## src/rtl/lcd_sequencer_if.sv

```systemverilog
// LCD sequencer bus bundle: the 32-bit control word from the LSU and the
// HD44780-style pins and status returned by the sequencer.
// master = LSU/register side (drives the word), slave = sequencer.
interface lcd_sequencer_if;
    logic [31:0] i_lcd;       // [7:0] data, [8] rs, [9] request toggle, [30] backlight, [31] power
    logic [7:0]  o_lcd_data;  // LCD data bus, write-only
    logic        o_lcd_rs;    // register select
    logic        o_lcd_rw;    // always 0 (write)
    logic        o_lcd_en;    // enable strobe
    logic        o_lcd_on;    // registered display power
    logic        o_lcd_blon;  // registered backlight
    logic        o_busy;      // sequencer not idle
    logic        o_done;      // one-cycle transfer-complete pulse

    modport master (
        output i_lcd,
        input  o_lcd_data, o_lcd_rs, o_lcd_rw, o_lcd_en,
        input  o_lcd_on, o_lcd_blon, o_busy, o_done
    );

    modport slave (
        input  i_lcd,
        output o_lcd_data, o_lcd_rs, o_lcd_rw, o_lcd_en,
        output o_lcd_on, o_lcd_blon, o_busy, o_done
    );
endinterface

```

## src/rtl/lcd_sequencer.sv

```systemverilog
// Turns the LSU LCD word (data/rs + request toggle) into timed HD44780 write cycles.
// Latency: accept->done = T_SETUP+T_PULSE+T_HOLD+T_wait+1 cycles; power/backlight 1 cycle.
// Backpressure: none on the bus; a toggle is a pending request until the engine is idle, o_busy reports it.
//
// Ports: i_clk (clock), i_reset (synchronous, active-low), bus (lcd_sequencer_if.slave):
//   i_lcd in; o_lcd_data/o_lcd_rs/o_lcd_rw/o_lcd_en pins; o_lcd_on/o_lcd_blon; o_busy/o_done status.
module lcd_sequencer #(
    parameter int T_POWERUP = 750000,
    parameter int T_SETUP   = 4,
    parameter int T_PULSE   = 12,
    parameter int T_HOLD    = 4,
    parameter int T_EXEC    = 2000,
    parameter int T_CLEAR   = 82000
) (
    input  logic           i_clk,
    input  logic           i_reset,
    lcd_sequencer_if.slave bus
);

    function automatic int max2(input int a, input int b);
        return (a > b) ? a : b;
    endfunction

    localparam int T_MAX = max2(max2(max2(T_POWERUP, T_SETUP), max2(T_PULSE, T_HOLD)),
                                max2(T_EXEC, T_CLEAR));
    localparam int CW = $clog2(T_MAX) + 1;

    localparam logic [CW-1:0] C_POWERUP = CW'(T_POWERUP);
    localparam logic [CW-1:0] C_SETUP   = CW'(T_SETUP);
    localparam logic [CW-1:0] C_PULSE   = CW'(T_PULSE);
    localparam logic [CW-1:0] C_HOLD    = CW'(T_HOLD);
    localparam logic [CW-1:0] C_EXEC    = CW'(T_EXEC);
    localparam logic [CW-1:0] C_CLEAR   = CW'(T_CLEAR);
    localparam logic [CW-1:0] C_ONE     = CW'(1);

    localparam logic [2:0] S_POWERUP = 3'd0;
    localparam logic [2:0] S_IDLE    = 3'd1;
    localparam logic [2:0] S_SETUP   = 3'd2;
    localparam logic [2:0] S_PULSE   = 3'd3;
    localparam logic [2:0] S_HOLD    = 3'd4;
    localparam logic [2:0] S_WAIT    = 3'd5;

    logic [2:0]    state;
    logic [CW-1:0] cnt;
    logic [CW-1:0] wait_len;
    logic          req_seen;
    logic [7:0]    data_q;
    logic          rs_q;
    logic          on_q;
    logic          blon_q;
    logic          done_q;

    logic          pending;
    logic          last;
    logic          long_cmd;
    logic          unused_bits;

    // A request is a toggle of bit 9 relative to the last accepted value, so
    // an even number of toggles while busy cancels out by construction.
    assign pending  = req_seen != bus.i_lcd[9];
    // Counter is loaded with the state length on entry; the value 1 marks the
    // final cycle of that state.
    assign last     = cnt == C_ONE;
    // Clear (0x01) and home (0x02) need the long execution wait.
    assign long_cmd = !bus.i_lcd[8] && (bus.i_lcd[7:0] == 8'h01 || bus.i_lcd[7:0] == 8'h02);
    assign unused_bits = ^bus.i_lcd[29:10];

    always_ff @(posedge i_clk) begin
        if (!i_reset) begin
            state    <= S_POWERUP;
            cnt      <= C_POWERUP;
            wait_len <= C_EXEC;
            req_seen <= 1'b0;
            data_q   <= 8'h00;
            rs_q     <= 1'b0;
            on_q     <= 1'b0;
            blon_q   <= 1'b0;
            done_q   <= 1'b0;
        end else begin
            // Power and backlight are pass-through registers, independent of
            // any transfer in flight.
            on_q   <= bus.i_lcd[31];
            blon_q <= bus.i_lcd[30];
            done_q <= 1'b0;

            case (state)
                S_POWERUP: begin
                    if (last) begin
                        state <= S_IDLE;
                    end else begin
                        cnt <= cnt - C_ONE;
                    end
                end
                S_IDLE: begin
                    if (pending) begin
                        data_q   <= bus.i_lcd[7:0];
                        rs_q     <= bus.i_lcd[8];
                        req_seen <= bus.i_lcd[9];
                        wait_len <= long_cmd ? C_CLEAR : C_EXEC;
                        state    <= S_SETUP;
                        cnt      <= C_SETUP;
                    end
                end
                S_SETUP: begin
                    if (last) begin
                        state <= S_PULSE;
                        cnt   <= C_PULSE;
                    end else begin
                        cnt <= cnt - C_ONE;
                    end
                end
                S_PULSE: begin
                    if (last) begin
                        state <= S_HOLD;
                        cnt   <= C_HOLD;
                    end else begin
                        cnt <= cnt - C_ONE;
                    end
                end
                S_HOLD: begin
                    if (last) begin
                        state <= S_WAIT;
                        cnt   <= wait_len;
                    end else begin
                        cnt <= cnt - C_ONE;
                    end
                end
                S_WAIT: begin
                    if (last) begin
                        state  <= S_IDLE;
                        done_q <= 1'b1;
                    end else begin
                        cnt <= cnt - C_ONE;
                    end
                end
                default: begin
                    state <= S_POWERUP;
                    cnt   <= C_POWERUP;
                end
            endcase
        end
    end

    assign bus.o_lcd_data = data_q;
    assign bus.o_lcd_rs   = rs_q;
    assign bus.o_lcd_rw   = 1'b0;
    assign bus.o_lcd_en   = state == S_PULSE;
    assign bus.o_lcd_on   = on_q;
    assign bus.o_lcd_blon = blon_q;
    assign bus.o_busy     = state != S_IDLE;
    assign bus.o_done     = done_q;

endmodule

```

## src/flat_wrapper.sv

```systemverilog
// flat-port wrapper written by rule: the top's interface ports become plain ports
module lcd_sequencer_flat 
#(
    parameter int T_POWERUP = 750000,
    parameter int T_SETUP   = 4,
    parameter int T_PULSE   = 12,
    parameter int T_HOLD    = 4,
    parameter int T_EXEC    = 2000,
    parameter int T_CLEAR   = 82000
)
  (i_clk, i_reset, bus_i_lcd, bus_o_lcd_data, bus_o_lcd_rs, bus_o_lcd_rw, bus_o_lcd_en, bus_o_lcd_on, bus_o_lcd_blon, bus_o_busy, bus_o_done);
  lcd_sequencer_if bus_i ();
  input  logic i_clk;
  input  logic i_reset;
  input wire logic [$bits(bus_i.i_lcd)-1:0] bus_i_lcd;
  output wire logic [$bits(bus_i.o_lcd_data)-1:0] bus_o_lcd_data;
  output wire logic [$bits(bus_i.o_lcd_rs)-1:0] bus_o_lcd_rs;
  output wire logic [$bits(bus_i.o_lcd_rw)-1:0] bus_o_lcd_rw;
  output wire logic [$bits(bus_i.o_lcd_en)-1:0] bus_o_lcd_en;
  output wire logic [$bits(bus_i.o_lcd_on)-1:0] bus_o_lcd_on;
  output wire logic [$bits(bus_i.o_lcd_blon)-1:0] bus_o_lcd_blon;
  output wire logic [$bits(bus_i.o_busy)-1:0] bus_o_busy;
  output wire logic [$bits(bus_i.o_done)-1:0] bus_o_done;
  assign bus_i.i_lcd = bus_i_lcd;
  assign bus_o_lcd_data = bus_i.o_lcd_data;
  assign bus_o_lcd_rs = bus_i.o_lcd_rs;
  assign bus_o_lcd_rw = bus_i.o_lcd_rw;
  assign bus_o_lcd_en = bus_i.o_lcd_en;
  assign bus_o_lcd_on = bus_i.o_lcd_on;
  assign bus_o_lcd_blon = bus_i.o_lcd_blon;
  assign bus_o_busy = bus_i.o_busy;
  assign bus_o_done = bus_i.o_done;
  lcd_sequencer #(.T_POWERUP(T_POWERUP), .T_SETUP(T_SETUP), .T_PULSE(T_PULSE), .T_HOLD(T_HOLD), .T_EXEC(T_EXEC), .T_CLEAR(T_CLEAR)) u_core (.i_clk(i_clk), .i_reset(i_reset), .bus(bus_i));
endmodule
```

## config.mk

```make
export PLATFORM = sky130hd
export DESIGN_NAME = lcd_sequencer_flat
export DESIGN_NICKNAME = d
export VERILOG_FILES = /design/src/rtl/lcd_sequencer_if.sv /design/src/rtl/lcd_sequencer.sv /design/src/flat_wrapper.sv
export SDC_FILE = /design/constraint.sdc
export NUM_CORES = 1
export LEC_CHECK = 0
export BUFFER_PORTS_ARGS = -buffer_cell sky130_fd_sc_hd__buf_2
export CORE_MARGIN = 8
export CORE_UTILIZATION = 23
export DETAILED_ROUTE_END_ITERATION = 8
export PLACE_DENSITY_LB_ADDON = 0.08
export SYNTH_ARGS = -nofsm -noshare
export SYNTH_HDL_FRONTEND = slang
export SYNTH_SLANG_ARGS = --single-unit
export TNS_END_PERCENT = 1
```

## constraint.sdc

```tcl
create_clock -name i_clk -period 2.8 [get_ports i_clk]
set_input_delay 0.28 -clock i_clk [delete_from_list [all_inputs] [get_ports i_clk]]
set_output_delay 0.28 -clock i_clk [all_outputs]
set_load 0.1 [all_outputs]
```

After elaboration in Yosys (flattened, before gate mapping)
Cells that the tools add are included.

operators by class
  $add $sub $neg = 1
  eq/ne operators = 16
  multiplexer cells = 14
  reductions and logical operators = 9

operators by type and width
  cell                   number
  $mux 21                5
  $pmux 21 s5            1
  $eq 21x1->1 const B    1
  $sub 21x1->21 const B  1
  $mux 17                1
  $mux 3                 5
  $pmux 3 s5             1
  $ne 2x1->1 const B     5
  $eq 8x1->1 const B     1
  $eq 8x2->1 const B     1
  $eq 3x2->1 const B     2
  $eq 3x3->1 const B     2
  $reduce_and 2->1       3
  $reduce_and 5->1       1
  $eq 3x1->1 const B     1
  $logic_not 3->1        1
  $ne 3x1->1 const B     1
  $ne 2x2->1 const B     1
  $reduce_or 2->1        1
  $logic_and 1x1->1      1
  $logic_not 1->1        1
  $logic_or 1x1->1       1
  $mux 1                 1
  $ne 1x1->1             1

word-level totals
  flip-flop bits (word level) = 58

Longest topological paths before layout
Gate-level depths: netlist of the first run.

  depth after elaboration = 4
  depth in mapped cells = 10
  gate-level depth less buffers = 9

Worst setup path before layout of the first run
Ideal clock, no wire load.

  path type = reg2reg
  start point = register u_core.state[0]
  end point = register u_core.cnt[16]
  setup time = 0.137 ns
  data arrival time = 2.339 ns
  required time = 2.663 ns
  path slack = 0.324 ns
  cell stages (with the launch flop) = 10
  period minus slack after synthesis = 2.476 ns
  path through = dfxtp_1 > nor2b_1 > inv_1 > nor2_2 > inv_1 > nor2_1 > a31oi_2 > nand2_1 > a2111oi_0 > a311oi_1

between the ends
  word-level cells in the longest chain between the ends = 4
  elaborated cells on any way between the ends = 11
  those cells by class = eq/ne: 7; mux: 1; reduce/logical: 3

ends and longest elaborated chain
  element                                        RTL line              source
  from (decl)                                    lcd_sequencer.sv:43   logic [2:0] state;
  from (signal assigned)                         lcd_sequencer.sv:70   state <= S_POWERUP;
  from (signal assigned)                         lcd_sequencer.sv:89   state <= S_IDLE;
  from (signal assigned)                         lcd_sequencer.sv:100  state <= S_SETUP;
  $eq 3x3->1 or $logic_not 3->1 (tied branches)  lcd_sequencer.sv:86   case (state)
  $reduce_or 2->1 (no line)                      n/a
  $ne 2x2->1 (no line)                           n/a
  $reduce_and 2->1 (no line)                     n/a
  to (signal assigned)                           lcd_sequencer.sv:91   cnt <= cnt - C_ONE;
  to (signal assigned)                           lcd_sequencer.sv:109  cnt <= cnt - C_ONE;
  to (signal assigned)                           lcd_sequencer.sv:117  cnt <= cnt - C_ONE;
  to (decl)                                      lcd_sequencer.sv:44   logic [CW-1:0] cnt;

Parallel ways exist; a longest one is shown, timed or not.
A chain may end at the register's enable or synchronous reset.

Worst setup path after layout of the first run
  start point = register u_core.cnt[16]
  end point = register u_core.cnt[7]

between the ends
  word-level cells in the longest chain between the ends = 3
  elaborated cells on any way between the ends = 7
  those cells by class = eq/ne: 2; mux: 4; reduce/logical: 1

ends and longest elaborated chain
  element                                          RTL line              source
  $eq 21x1->1 (*)                                  lcd_sequencer.sv:63   assign last = cnt == C_ONE;
  $mux 21, or another cell as far along            lcd_sequencer.sv:121  if (last) begin
  $pmux 21 s5 or $reduce_and 2->1 (tied branches)  n/a

Mark *: on every way between the ends. The rest lies on a longest branch, timed or not.

==> metrics, run 1 <==
status finished, final reports clean; number of nets in the layout 361; EDFF count, synth 0; Final period util 85.9%; post-synth cell types 68; GPL Wtd Cong a little under 0.8; drt first pass iters 4; Max Clk Rate 0.416 GHz; ant diodes 0; CTS tree done; arrival time at the worst endpoint about 2.6 ns; placed cell count 451; # H-tree levels 2; leak pwr 1.01 nW; Setup violations, final 0; yosys warns 0; Syn Nets between 300 and 400; layout cells sized above 1 between 20 and 25%; Yosys top cell area share about a third; via count between 2000 and 2500; Clock Sinks 39; Post-synth top flop dfxtp_1; synthesized area per cell 7.92 um^2; I/O pin total between 40 and 50; Post-CTS Setup Bufs 0; Finished Cell Area ~0.0027 mm^2; worst-case clock buffer depth 2; Die ar. ~0.013 mm^2; total negative slack 0 ns; CORE AREA 0.00977 mm^2; chip width about 120 um; P per Cell Area between 400 and 500 mW/mm^2; worst hold start bus_i_lcd[31]; # rows 36; flops & latches, synth 39; Req. time, crit path 2.99 ns; critical-path maximum fanout 7; crit end category flip-flop; total gr overflow 0; Root Buffer clkbuf_8; Post-CTS Resized 0; Initial Util 23.6%; worst r2r src u_core.cnt[16]; Final min period roughly 2.4 ns; pins over their slew limit 0; Post-Syn Instances about 290; Avg Vias per Cell 4.93; sequential area share after synthesis around a third; CP Class flip-flop to flip-flop; maximum vdd drop around 0.18 mV; CTS clk-pin slew, worst paths 0.09 ns; area delta synth->final 17.8%; placed inst area about 0.0026 mm^2; number of global-route vias before repair roughly 2200; critical path startpoint category flip-flop; DRT iter0 DRCs just over 90; max_cap viols 0; DRT antenna net count 0; Pwr Total between 1 and 1.5 mW; Tot GR Track Use 11.5%; CTS buffer count 5; Port Buffers 27; hold slack roughly 0.18 ns; clk_skew 0.0102 ns; Die Ht about 120 um; worst-margin pin slew ~0.55 ns; antenna violations before repair 0; Fillers approximately 1100; Clk Latency, worst-skew pair around 0.30 ns; Post-DP HPWL 5420 um; Routed wire per std cell 16.2 um; depth of the worst hold-timing path 2; largest cells by area after synthesis dfxtp_1 34%, a21oi_1 6.1%, o21ai_0 5.0%, nor2_1 4.1%, nor3_1 3.9%; RSZ-0062 raised after global routing false; relative slew slack between 60% and 70%; Fin. Hold Viols 0; largest area contributor in the netlist dfxtp_1; largest net degree at the start of global routing 21; Post-Syn Area between 0.002 and 0.0025 mm^2; global-route wire length before repair about 12000 um; Hold Buf Count CTS 0; FFs w/ async S/R, synth 0%; worst hold path class primary input to flip-flop; reg-to-reg slack, setup between 0.3 and 0.4 ns; CP Launch Point u_core.cnt[16]; non-filler instance count after layout approximately 460; DRC violations left 0; final wirelength 7440 um; Worst Reg-to-Reg Cells 6
==> path summary, 6_finish.rpt <==
| kind | endpoint |
|---|---|
| worst max-delay path | u_core.cnt[7] |
| worst min-delay path | u_core.bus.o_lcd_on |
| worst max register to register | u_core.cnt[7] |
| worst min register to register | u_core.bus.o_lcd_data[4] |
==> metal layers <==
layer	up-vias	routed length, um	track usage, %
met5	-	0	0
met4	0	115	3.72
met3	9	291	2.74
met2	48	3330	17.8
met1	1062	3700	15.3
li1	1146	-	-
==> sequential cells by signal (all words and copies together) (netlist names) <==
| register | count |
|---|---|
| u_core.req_seen | 1 |
| u_core.cnt | 21 |
| u_core.bus.o_lcd_rs | 1 |
| u_core.bus.o_done | 1 |
| u_core.bus.o_lcd_data | 8 |
| u_core.bus.o_lcd_blon | 1 |
| u_core.state | 3 |
| u_core.wait_len | 2 |
| u_core.bus.o_lcd_on | 1 |
==> logic make-up after synthesis <==
family                   Yosys count  synth area share, %
other                              1                0.163
flip-flops                        39                 33.9
AO/OA/AOI/OAI                     85                 23.3
AND/OR/NAND/NOR                  131                 32.7
multiplexers                       3                 1.30
XOR/XNOR                           4                 1.52
adder cells (fa/ha/maj)            2                 1.09
buffers and inverters             26                 6.03
==> synthesized netlist by cell type (3+ instances only) <==
cell      number
inv_1          8
nor4_1         9
clkbuf_1      11
a21oi_1       28
o211ai_1       3
nor2_1        25
nand3_1       12
nand2b_1       3
or3_1          3
o21ai_0       23
nor2b_1        5
dfxtp_1       39
nor3_1        18
mux2i_1        3
buf_6          3
or4_4          4
and2_1         5
nand2_1       23
nand3b_1       3
==> cell usage in the layout (no fill, tap or decap), drive strengths merged, types with 8 or more instances in the layout <==
master   n
nor3    20
dfxtp   39
nor2    26
inv      8
a21oi   28
buf     45
nand2   23
nand3   13
nor4    11
o21ai   24
==> critical path, cell delays in order, from the launching register on <==
cell and delay [ns]:
dfxtp_1 0.37, or4_4 0.59, or4_4 0.56, nor4b_2 0.26
nor3_1 0.14, a21boi_0 0.16, a211o_1 0.24
==> through the flow <==
step	worst slack [ns]	utilization, %
finish	0.396	27.8
global route	0.138	27.8
CTS	0.379	27.8
detailed placement	0.400	26.9
global placement	0.402	26.9
floorplan	0.324	-
==> power by group <==
group          internal, mW  leakage [nW]  switching (mW)
sequential            0.571         0.316          0.0292
clock                 0.176        0.0422           0.221
combinational        0.0690         0.652           0.100
==> layout make-up <==
cell class / instances / area [um^2] / area share, %
clock buffers: 7 / 76.3 / 2.81
inverters: 8 / 30.0 / 1.11
flip-flops and latches: 39 / 781 / 28.8
well taps: 133 / 166 / 6.13
multi-input cells: 226 / 1390 / 51.0
clock inverters: 1 / 5.00 / 0.184
repair buffers: 45 / 270 / 9.96
Note: power is estimated with default switching activity, not from simulation.
==> run 2, diff against run 1 <==
--- a/config.mk
+++ b/config.mk
@@ -13,4 +13,3 @@
 export SYNTH_ARGS = -nofsm -noshare
 export SYNTH_HDL_FRONTEND = slang
 export SYNTH_SLANG_ARGS = --single-unit
-export TNS_END_PERCENT = 1
==> constraint.sdc (replaced) <==
create_clock -name i_clk -period 2.8 [get_ports i_clk]
set_input_delay 0.42 -clock i_clk [delete_from_list [all_inputs] [get_ports i_clk]]
set_output_delay 0.42 -clock i_clk [all_outputs]
set_load 0.1 [all_outputs]
==> run 2 against run 1 <==
Effect of this change:
- sequential share of layout area down 0.12 points
- combinational power barely moved
- core utilization rose by 0.12 points
- register-to-register slack got worse by 0.05 ns
- cell count increased by 0.22%
- sequential cell count is the same
- global-route usage down 0.055 points
- routed wire length is 0.30% lower
- cell area increased by 0.41%
- worst setup slack worse by 0.046 ns
- total power is 0.43% lower
- maximum frequency decreased by 1.9%
- critical path type unchanged
==> metrics, run 2 (synthesized netlist as in run 1, its figures left out) <==
Worst Hold End u_core.bus.o_lcd_blon; layout cells sized above 1 22.3% (+0.55 points); Final min period 2.45 ns (+0.0463 ns); total negative slack 0 ns (unchanged); depth of the worst hold-timing path 2 (unchanged); maximum vdd drop 0.173 mV (-4.4%); Tot GR Track Use 11.4% (-0.055 points); WL met3 271 um (-6.9%); CTS tree done; CP max stage delay 0.75 ns (+0.16 ns); crit-path cells nor2_2 > inv_1 > nor2_1 > buf_4 > a31o_2 > nor2_1 > nand4b_1 > a21oi_1; Initial Util 23.6% (unchanged); register area 781 um^2 (unchanged); CP Buf/Inv Count 2 (+2); CTS clk-pin slew, worst paths 0.09 ns (about the same); total gr overflow 0 (unchanged); worst hold path class primary input to flip-flop; Avg Vias per Cell 4.95 (+0.22%); Worst path slowest cell dfxtp_1; Routed wire per std cell 16.1 um (-0.51%); placed cell count 452 (+0.22%); final wirelength 7420 um (-0.30%); Clock Sinks 39 (unchanged); Post-CTS Resized 0 (unchanged); # rows 36 (unchanged); worst-case clock buffer depth 2 (unchanged); Hold Buf Count CTS 0 (unchanged); Root Buffer clkbuf_8; DRC violations left 0 (unchanged); Die ar. 0.0135 mm^2 (unchanged); number of nets in the layout 362 (+0.28%); CORE AREA 0.00977 mm^2 (unchanged); clk_skew 0.00687 ns (-0.00331 ns); relative slew slack 56.1% (-7.2 points); non-filler instance count after layout 460 (+0.22%); Die Ht 116 um (unchanged); worst hold start bus_i_lcd[30]; crit end category flip-flop; Setup violations, final 0 (unchanged); Final period util 87.5% (+1.7 points); reg-to-reg slack, setup 0.35 ns (-0.05 ns); post-place setup slack 0.386 ns (-0.0136 ns); pins over their slew limit 0 (unchanged); GPL Wtd Cong 0.778 (+1.1%); Top delay family on crit path simple AND/OR/NAND/NOR gates; area delta synth->final 18.2%; # H-tree levels 2 (unchanged); DRT iter0 DRCs 82 (-11%); antenna violations before repair 0 (unchanged); worst-margin pin slew 0.658 ns (+0.111 ns); critical path startpoint category flip-flop; top sig layer met4; RSZ-0062 raised after global routing false; Fin. Hold Viols 0 (unchanged); most frequent cells in the layout 39 x dfxtp_1, 28 x a21oi_1, 27 x buf_2; via count 2275 (+0.44%); Post-DP HPWL 5390 um (-0.64%); Fillers 1087 (-0.91%); Worst Reg-to-Reg Cells 8 (+2); DRT antenna net count 0 (unchanged); Req. time, crit path 3.03 ns (+0.04 ns); Reg-to-Reg End u_core.cnt[20]; arrival time at the worst endpoint 2.68 ns (+0.08 ns); chip width 116 um (unchanged); CTS buffer count 5 (unchanged); leak pwr 1.02 nW (+0.44%); Post-CTS Setup Bufs 0 (unchanged); critical-path maximum fanout 17 (+10); worst r2r src u_core.state[2]; ant diodes 0 (unchanged); commonest non-fill, non-tap cell in the layout dfxtp_1; status finished, final reports clean; area of the multi-input gates 0.00139 mm^2 (unchanged); global-route wire length before repair 12100 um (+1.3%); largest net degree at the start of global routing 21 (unchanged); Clk Latency, worst-skew pair 0.29 ns (about the same); wl on met1 3720 um (+0.51%); number of global-route vias before repair 2245 (+1.3%); Port Buffers 27 (unchanged); I/O pin total 49 (unchanged); P per Cell Area 426 mW/mm^2 (-0.84%); drt first pass iters 6 (+2); CP Class flip-flop to flip-flop; setup ws final 0.349 ns (-0.0463 ns); max_cap viols 0 (unchanged); DR WL met2 3330 um (unchanged); Max Clk Rate 0.408 GHz (-1.9%); Largest register FFs 21 (unchanged); Most flops, register u_core.cnt; CP most frequent cell nor2_1
-- run 2: changes by cell type in the layout (fill, tap and decap cells not counted) --
| cell | previous run | this run |
|---|---|---|
| buf_4 | 18 | 19 |
| clkbuf_1 | 2 | 1 |
| clkinvlp_4 | 0 | 1 |
-- run 2: layout make-up --
class | instances | share of cell area, %
Multi-Input combinational cell | 226 | 50.8
Sequential cell | 39 | 28.7
Timing Repair Buffer | 46 | 10.2
Tap cell | 133 | 6.11
Clock buffer | 6 | 2.66
Inverter | 8 | 1.10
Clock inverter | 2 | 0.459
-- run 2: worst max path at each step --
stage / slack [ns] / from / endpoint / cells past startpoint
6_report: 0.35 / u_core.state[2] / u_core.cnt[20] / 8
5_1_grt: 0.12 / u_core.state[2] / u_core.cnt[16] / 7
4_1_cts: 0.35 / u_core.state[2] / u_core.cnt[16] / 7
3_5_place_dp: 0.39 / u_core.cnt[16] / u_core.cnt[17] / 7
3_3_place_gp: 0.37 / u_core.cnt[16] / u_core.cnt[17] / 7
2_1_floorplan: 0.32 / u_core.state[0] / u_core.cnt[16] / 9
-- run 2: layer usage --
| layer | GRT usage (%) | vias to the layer above |
|---|---|---|
| met3 | 2.38 | 7 |
| met1 | 15.6 | 1072 |
| met5 | 0 | - |
| met2 | 17.7 | 46 |
| li1 | - | 1150 |
| met4 | 3.37 | 0 |
-- run 2: power breakdown --
group / switching, mW / internal, mW / leakage, nW
Combinational: 0.100 / 0.0690 / 0.658
Sequential: 0.0296 / 0.571 / 0.316
Clock: 0.216 / 0.175 / 0.0412
Total: 0.346 / 0.815 / 1.02
-- run 2: per-stage QoR --
stage | hold WS, ns | util [%] | power [mW] | area, um^2
2_1_floorplan | 0.448 | - | 0.742 | 2300
3_3_place_gp | 0.442 | 27.0 | 0.784 | 2640
3_5_place_dp | 0.443 | 27.0 | 0.784 | 2640
4_1_cts | 0.319 | 27.9 | 1.19 | 2730
5_1_grt | 0.322 | 27.9 | 1.23 | 2730
6_report | 0.326 | 27.9 | 1.16 | 2730
==> run 3, diff against run 2 <==
--- a/config.mk
+++ b/config.mk
@@ -9,6 +9,7 @@
 export CORE_MARGIN = 8
 export CORE_UTILIZATION = 23
 export DETAILED_ROUTE_END_ITERATION = 8
+export GPL_TIMING_DRIVEN = 0
 export PLACE_DENSITY_LB_ADDON = 0.08
 export SYNTH_ARGS = -nofsm -noshare
 export SYNTH_HDL_FRONTEND = slang
==> run 3 against run 2 <==
Effect of this change:
- core utilization is 0.051 points higher
- sequential cell count stayed put
- global-route usage is 0.45 points higher
- cell area is 0.18% higher
- critical path depth is 2 lower
- cell count is 0.43% lower
- routed wire length is 3.2% higher
- clock-buffer cell count stayed put
- critical path type unchanged
==> metrics, run 3 (synthesized netlist as in run 1, its figures left out) <==
status finished, final reports clean; crit end category flip-flop; max_cap viols 0 (unchanged); RSZ-0062 raised after global routing true; ant diodes 0 (unchanged); CTS buffer count 5 (unchanged); CP Launch Point u_core.cnt[16]; CTS clk-pin slew, worst paths 0.08 ns (about the same); critical-path maximum fanout 9 (-8); final core occ 27.9% (+0.051 points); CP max stage delay 0.60 ns (-0.15 ns); Clock Power Share 39.4% (+5.7 points); layout cells sized above 1 19.4% (-2.9 points); Initial Util 23.6% (unchanged); number of nets in the layout 360 (-0.55%); leak pwr 0.989 nW (-2.6%); # H-tree levels 2 (unchanged); DRT iter0 DRCs 209 (+150%); relative slew slack 57.3% (+1.2 points); worst-case clock buffer depth 2 (unchanged); CTS tree done; clk_skew 0.00617 ns (-0.000706 ns); Sw Share 28.1% (-1.7 points); Setup violations, final 0 (unchanged); pins over their slew limit 0 (unchanged); global-route wire length before repair 12500 um (+3.6%); Most flops, register u_core.cnt; Final period util 94.1% (+6.6 points); final wirelength 7650 um (+3.2%); DRT antenna net count 0 (unchanged); P per Cell Area 476 mW/mm^2 (+12%); Hold Buf Count CTS 0 (unchanged); non-filler instance count after layout 458 (-0.43%); Die Ht 116 um (unchanged); total gr overflow 0 (unchanged); Clock Sinks 39 (unchanged); CP Buf/Inv Count 0 (-2); Post-DP HPWL 5650 um (+4.9%); GPL Wtd Cong 0.787 (+1.1%); Fin. Hold Viols 0 (unchanged); most frequent cells in the layout 39 x dfxtp_1, 28 x a21oi_1, 27 x buf_2; post-place setup slack 0.145 ns (-0.241 ns); I/O pin total 49 (unchanged); Post-CTS Resized 0 (unchanged); placed cell count 450 (-0.44%); antenna violations before repair 0 (unchanged); Avg Vias per Cell 5.03 (+1.8%); CP Class flip-flop to flip-flop; Gate power share 15.5% (+0.9 points); via count 2305 (+1.3%); sequential share of power 45.2% (-6.5 points); placed inst area 0.00260 mm^2 (-1.5%); Finished Cell Area 0.00273 mm^2 (+0.18%); maximum vdd drop 0.176 mV (+1.8%); DRC violations left 0 (unchanged); commonest non-fill, non-tap cell in the layout dfxtp_1; Top delay family on crit path simple AND/OR/NAND/NOR gates; # rows 36 (unchanged); worst-margin pin slew 0.638 ns (-0.0199 ns); Largest register FFs 21 (unchanged); crit-path cells or4_4 > nor4_4 > nand3_2 > nor3_4 > nand3b_1 > o211ai_1; Sw Pwr 365 uW (+5.3%); Clk Latency, worst-skew pair 0.30 ns (about the same); drt first pass iters 4 (-2); critical path startpoint category flip-flop; chip width 116 um (unchanged); number of global-route vias before repair 2303 (+2.6%); Routed wire per std cell 16.7 um (+3.7%); cell internal pwr 934 uW (+15%); Req. time, crit path 2.95 ns (-0.08 ns); Max Clk Rate 0.379 GHz (-7.0%); setup ws final 0.165 ns (-0.185 ns); Root Buffer clkbuf_8; area delta synth->final 18.5%; Fillers 1099 (+1.1%); Tot GR Track Use 11.9% (+0.45 points); Final min period 2.64 ns (+0.185 ns); worst hold start bus_i_lcd[30]; worst r2r src u_core.cnt[16]; Port Buffers 26 (-3.7%); Worst path slowest cell nor4_4; largest net degree at the start of global routing 13 (-38%); Post-CTS Setup Bufs 0 (unchanged); worst hold path class primary input to flip-flop; arrival time at the worst endpoint 2.78 ns (+0.10 ns); CORE AREA 0.00977 mm^2 (unchanged); Die ar. 0.0135 mm^2 (unchanged)
-- run 3: cell count changes in the layout (fill, tap and decap cells not counted), sizes merged --
cell	before	now
clkbuf	6	18
buf	46	32
bufinv	0	1
clkinvlp	1	0
-- run 3: power by group through the flow --
stage	Clock [mW]	Sequential [mW]	Combinational [mW]
3_5_place_dp	0	0.598	0.197
2_1_floorplan	0	0.605	0.137
3_3_place_gp	0	0.598	0.198
4_1_cts	0.532	0.585	0.198
5_1_grt	0.549	0.589	0.222
6_report	0.511	0.586	0.201
-- run 3: metal layers --
layer	part of all wire, %	vias up	global-route usage (%)
li1	-	1137	-
met1	49	1108	15.9
met2	46	52	19.0
met3	3.8	8	2.33
met4	1.3	0	3.37
met5	0	-	0
-- run 3: layout make-up --
cell class              count  area [um^2]  share of cell area, %
multi-input cells         226         1400                   51.1
flip-flops and latches     39          781                   28.6
well taps                 133          166                   6.10
repair buffers             26          130                   4.77
plain buffers              18          109                   3.99
clock buffers               6         82.6                   3.02
clock inverters             2         35.0                   1.28
inverters                   8         30.0                   1.10
-- run 3: worst register-to-register path, delay by kind of cell (launching register included) --
kind / cells / cell delay (ns)
AND/OR/NAND/NOR: 5 / 1.98
flip-flops: 1 / 0.38
AO/OA/AOI/OAI: 1 / 0.13
-- run 3: final timing paths --
| kind | end | slack (ns) | depth (start not counted) |
|---|---|---|---|
| setup / recovery | u_core.cnt[17] | 0.16 | 6 |
| hold / removal | u_core.bus.o_lcd_blon | 0.33 | 2 |
| hold reg to reg | u_core.bus.o_lcd_data[4] | 0.45 | 2 |
| setup reg to reg | u_core.cnt[17] | 0.16 | 6 |
-- run 3: through the flow --
| step | setup TNS [ns] | hold slack (ns) | total power, mW |
|---|---|---|---|
| floorplan | 0 | 0.448 | 0.742 |
| global placement | 0 | 0.441 | 0.796 |
| detailed placement | 0 | 0.445 | 0.795 |
| CTS | 0 | 0.320 | 1.32 |
| global route | -0.00551 | 0.325 | 1.36 |
| finish | 0 | 0.325 | 1.30 |
